**config.mk**
```make
export PLATFORM = sky130hd
export DESIGN_NAME = clb_splitter_fork_flat
export DESIGN_NICKNAME = d
export VERILOG_FILES = /design/src/rtl/clb_splitter_fork_if.sv /design/src/rtl/clb_splitter_fork.sv /design/src/flat_wrapper.sv
export SDC_FILE = /design/constraint.sdc
export NUM_CORES = 1
export LEC_CHECK = 0
export CORE_MARGIN = 4
export CORE_UTILIZATION = 39
export CTS_CLUSTER_DIAMETER = 80
export DETAILED_ROUTE_END_ITERATION = 10
export GPL_ROUTABILITY_DRIVEN = 0
export MAX_ROUTING_LAYER = met4
export PLACE_DENSITY = 0.79
export SLEW_MARGIN = 0
export SYNTH_ARGS = -nofsm -noshare
export SYNTH_HDL_FRONTEND = slang
export SYNTH_SLANG_ARGS = --single-unit
```
**constraint.sdc**
```tcl
create_clock -name clk -period 1.86 [get_ports clk]
set_clock_uncertainty 0.2 [all_clocks]
set_input_delay 0.279 -clock clk [delete_from_list [all_inputs] [get_ports clk]]
set_output_delay 0.279 -clock clk [all_outputs]
set_load 0.005 [all_outputs]
```
**src/rtl/clb_splitter_fork_if.sv**
```systemverilog
// Handshake bundle for clb_splitter_fork: one wide producer side, NOUT narrow consumer lanes.
// Latency: none (wires only).
// Backpressure: in_ready toward the producer, per-lane out_ready from each consumer.
//
// Signals:
//   in_valid / in_ready / din     producer handshake, din is OWIDTH*NOUT bits, lane 0 = LSBs
//   out_valid / out_ready / dout  one valid/ready bit per lane, lane i = dout[i*OWIDTH +: OWIDTH]
// Modports: master = environment (producer + consumers), slave = the splitter itself.
interface clb_splitter_fork_if #(
    parameter int OWIDTH = 32,
    parameter int NOUT   = 2
);
    logic                     in_valid;
    logic                     in_ready;
    logic [OWIDTH*NOUT-1:0]   din;
    logic [NOUT-1:0]          out_valid;
    logic [NOUT-1:0]          out_ready;
    logic [NOUT*OWIDTH-1:0]   dout;

    modport master (
        output in_valid, din, out_ready,
        input  in_ready, out_valid, dout
    );

    modport slave (
        input  in_valid, din, out_ready,
        output in_ready, out_valid, dout
    );
endinterface

```
**src/rtl/clb_splitter_fork.sv**
```systemverilog
// Registered N-way splitter: one wide word fans out as NOUT lanes, each with its own valid/ready.
// Latency: 1 cycle din -> dout; sustains 1 word/cycle when every lane drains each cycle.
// Backpressure: in_ready low while any lane would still be pending after this cycle.
//
// Ports:
//   clk        clock, rising edge
//   r          asynchronous active-low reset
//   bus        clb_splitter_fork_if.slave (in_valid/in_ready/din, out_valid/out_ready/dout)
//   word_cnt   CNTW-bit count of fully drained words, present only with CLB_SPLITTER_FORK_CNT_EN
//
// Optional feature macro: CLB_SPLITTER_FORK_CNT_EN (adds word_cnt port and its counter).
module clb_splitter_fork #(
    parameter int OWIDTH = 32,
    parameter int NOUT   = 2,
    parameter int CNTW   = 16
) (
    input  logic                  clk,
    input  logic                  r,
    clb_splitter_fork_if.slave    bus
`ifdef CLB_SPLITTER_FORK_CNT_EN
    ,
    output logic [CNTW-1:0]       word_cnt
`endif
);
    localparam int IWIDTH = OWIDTH * NOUT;

    // Elaboration-time guard against degenerate configurations.
    if (OWIDTH < 1 || NOUT < 1 || CNTW < 1) begin : g_param_err
        $error("clb_splitter_fork: OWIDTH, NOUT and CNTW must all be >= 1");
    end

    logic [IWIDTH-1:0] data_q;
    logic [NOUT-1:0]   pend_q;   // lanes still owed the current word
    logic [NOUT-1:0]   pend_nx;  // lanes still owed after this cycle's handshakes
    logic              empty_nx;
    logic              accept;

    // out_ready on a lane that is not pending is masked by pend_q, so it is ignored.
    always_comb begin
        pend_nx  = pend_q & ~bus.out_ready;
        empty_nx = (pend_nx == '0);
        accept   = bus.in_valid & empty_nx;
    end

    // Refill is allowed in the same cycle the last lane drains, giving full throughput.
    assign bus.in_ready  = empty_nx;
    assign bus.out_valid = pend_q;
    assign bus.dout      = data_q;

    always_ff @(posedge clk or negedge r) begin
        if (!r) begin
            data_q <= '0;
            pend_q <= '0;
        end else if (accept) begin
            data_q <= bus.din;
            pend_q <= '1;
        end else begin
            pend_q <= pend_nx;
        end
    end

`ifdef CLB_SPLITTER_FORK_CNT_EN
    logic [CNTW-1:0] cnt_q;

    // A word counts as drained on the cycle its last pending lane completes.
    always_ff @(posedge clk or negedge r) begin
        if (!r) begin
            cnt_q <= '0;
        end else if ((pend_q != '0) && empty_nx) begin
            cnt_q <= cnt_q + CNTW'(1);
        end
    end

    assign word_cnt = cnt_q;
`endif

endmodule

```
**src/flat_wrapper.sv**
```systemverilog
// flat-port wrapper written by rule: the top's interface ports become plain ports
module clb_splitter_fork_flat 
#(
    parameter int OWIDTH = 32,
    parameter int NOUT   = 2,
    parameter int CNTW   = 16
)
  (clk, r, bus_in_valid, bus_din, bus_out_ready, bus_in_ready, bus_out_valid, bus_dout);
  clb_splitter_fork_if #(.OWIDTH(OWIDTH), .NOUT(NOUT)) bus_i ();
  input  logic clk;
  input  logic r;
  input wire logic [$bits(bus_i.in_valid)-1:0] bus_in_valid;
  input wire logic [$bits(bus_i.din)-1:0] bus_din;
  input wire logic [$bits(bus_i.out_ready)-1:0] bus_out_ready;
  output wire logic [$bits(bus_i.in_ready)-1:0] bus_in_ready;
  output wire logic [$bits(bus_i.out_valid)-1:0] bus_out_valid;
  output wire logic [$bits(bus_i.dout)-1:0] bus_dout;
  assign bus_i.in_valid = bus_in_valid;
  assign bus_i.din = bus_din;
  assign bus_i.out_ready = bus_out_ready;
  assign bus_in_ready = bus_i.in_ready;
  assign bus_out_valid = bus_i.out_valid;
  assign bus_dout = bus_i.dout;
  clb_splitter_fork #(.OWIDTH(OWIDTH), .NOUT(NOUT), .CNTW(CNTW)) u_core (.clk(clk), .r(r), .bus(bus_i));
endmodule
```
==> results.md <==
* Outcome: completed
* Worst Path Max Fanout at 2
* Hold_ws at 0.2517 ns
* Post-detailed-route count of antenna-violating nets at 0
* Most instantiated library cell after synthesis: dfrtp_1
* Clock Root Buffer: clkbuf_8
* Leakage at 1.936 nW
* Antenna cells at 0
* Buf+Inv Stages, Crit Path at 1
* Clock sink count at 66
* Total power at 0.004552 W
* CTS Buffer Depth at 2
* Worst-Skew Late Latency at 0.32 ns
* Leading register cell type out of synthesis: dfrtp_1
* # DRC at 0
* Ranking of synthesized cells by area: dfrtp_1 63%, mux2_4 22%, mux2_2 11%
* Layout cell share with drive strength beyond 1 at 29.59%
* Max_cap viols at 0
* Psw at 0.001048 W
* Num rows at 29
* Mapped cell area at 2633 sq um
* Sequential power share at 42.1%
* Pre-antenna DRT Iters at 3
* Worst EP arrival at 1.25 ns
* Top cell type by total area after synthesis: dfrtp_1
* Clock share of power at 26.1%
* CTS Buf Count at 9
* I/O pin cnt at 136
* Post-synth top area share at 62.74%
* Endpoint class of the critical path: primary output
* Power Internal at 0.003504 W
* Remaining Overflow, GRT at 0
* DR WL/cell at 16.40 microns
* Die width at 90.16 microns
* F_max at 577.2 MHz
* Post-synth top cells: 66 x dfrtp_1, 38 x mux2_4, 26 x mux2_2
* Vias in the first global route at 1822
* Syn-to-layout area delta at 64.97%
* Die area at 8129 sq um
* Post-synth EDFFs at 0
* Antenna violations before repair at 0
* CP Cell Sequence: clkdlybuf4s50_1
* Net Count, Synth at 212
* Pwr per Cell Area at 1048 nW/um^2
* CTS clk-pin slew, worst paths at 0.07 ns
* Final setup fails at 0
* Slew @ Worst Pin at 0.4883 ns
* Height of the die at 90.16 microns
* Hold Path Class: in -> async
* TritonCTS clock tree: built
* Slew HR at 67.45%
* Iteration-0 DRC Markers at 23
* Synth Register Bits at 66
* CP max stage delay at 0.55 ns
* Slew Viols, Final at 0
* Via density at 4.531
* Switching Share at 23.01%
* Largest net degree at the start of global routing at 29
* Critical Path RT at 1.38 ns
* Sequential element share of the synthesized area at 62.74%
* Startpoint types: flop
* Fin area at 4343 sq um
* Tot GR Track Use at 16.05%
* Comb pwr share at 31.8%
* Total routed wirelength at 6084 microns
* Setup TNS at 0 ns
* Worst VDD drop at 0.0004966 V
* Fin crit share at 93.14%
* Mean Syn Cell Area at 18.41 sq um
* Final core occ at 67.24%
* RSZ-0062 raised after global routing: false
* Max stage delay cell, worst path: clkdlybuf4s50_1
* Crit-path leading delay family: buffers and inverters
* Port bufs at 135
* Core area at 6459 sq um
* Routed vias at 1681
* Warnings from Yosys at 0
* Nets at 358
* Post-DP Area at 4136 sq um
* Post-route minimum period at 1.732 ns
* Final hold vios at 0
* Kind of critical path: reg -> out
* Post-DP HPWL at 4611 microns
* Netlist cell types at 9
* Mapped Cells at 143
* Initial Util at 40.76%
* H-tree levels at 3
* First-pass GRT wire length at 9949 microns
* Asr flop ratio synth at 100.0%
-- timing repair --
item	in CTS	in global routing
endpoints found under the hold margin	16	0
setup buffers	0	0
hold buffers	1	0
endpoints found under the setup margin	1	0
gates resized for setup	1	0
-- registers in the layout, summed over array words and instances, names as in the netlist --
name	flops
u_core.bus.dout	64
u_core.bus.out_valid	2
-- logic make-up (layout without fill, tap and decap cells) --
group                  Yosys count  count (layout)  share of synthesized area [%]
muxes                           64              64                          32.79
DFF                             66              66                          62.74
and+or+nand+nor                  6               6                          1.949
buffers and inverters            7             158                          2.519
-- power groups by stage --
stage | Sequential [W] | Clock [W] | Combinational, W
6_report | 0.00192 | 0.00119 | 0.00145
5_1_grt | 0.00195 | 0.00130 | 0.00154
4_1_cts | 0.00192 | 0.00123 | 0.00148
3_5_place_dp | 0.00194 | 0 | 0.00147
3_3_place_gp | 0.00193 | 0 | 0.00145
2_1_floorplan | 0.00196 | 0 | 0.000513
-- layout by cell type, fill, tap and decap left out --
cell type        netlist  routed
clkdlybuf4s50_1        0     133
dfrtp_1               66      66
mux2_4                38      38
mux2_2                26      26
clkbuf_8               0      11
buf_12                 0       6
clkbuf_1               0       3
nand2b_4               2       2
nand2_1                2       2
and2_1                 1       1
nand3_4                0       1
clkinv_2               0       1
bufinv_16              0       1
dlygate4sd3_1          0       1
buf_2                  2       1
dlygate4sd2_1          0       1
-- metrics by stage --
stage / worst slack, ns / instances
6_report: 0.1276 / 371
5_1_grt: 0.05195 / 371
4_1_cts: 0.09500 / 371
3_5_place_dp: -0.1287 / 354
3_3_place_gp: -0.1336 / 354
2_1_floorplan: 0.3883 / 143
-- path summary, 6_finish.rpt --
path                                              endpoint  depth (start not counted)  slack [ns]                              start
max                                       bus_out_valid[0]                          1        0.13  u_core.bus.out_valid[0]$_DFF_PN0_
min                        u_core.bus.dout[63]$_DFFE_PN0P_                          2        0.25                                  r
max reg2reg                 u_core.bus.dout[8]$_DFFE_PN0P_                          4        0.34  u_core.bus.out_valid[1]$_DFF_PN0_
min reg2reg                u_core.bus.dout[18]$_DFFE_PN0P_                          1        0.30    u_core.bus.dout[18]$_DFFE_PN0P_
max in group asynchronous  u_core.bus.dout[49]$_DFFE_PN0P_                          3        0.68                                  r
min in group clk           u_core.bus.dout[18]$_DFFE_PN0P_                          1        0.30    u_core.bus.dout[18]$_DFFE_PN0P_
-- layout make-up --
class	instances	area (sq um)
sequential	66	1652
tap	77	96.34
fill	493	2116
clock buffer	14	162.7
clock inverter	2	35.03
multi-input combinational	70	922.1
timing repair buffer	142	1475
-- layer usage --
metal | up-vias | track usage, % | share of wire, %
li1 | 786 | - | -
met3 | 6 | 4.090 | 5.4
met5 | - | - | 0
met2 | 75 | 24.77 | 49
met4 | 0 | 5.740 | 1.1
met1 | 814 | 20.61 | 44
(Power assumes the default switching activity.)
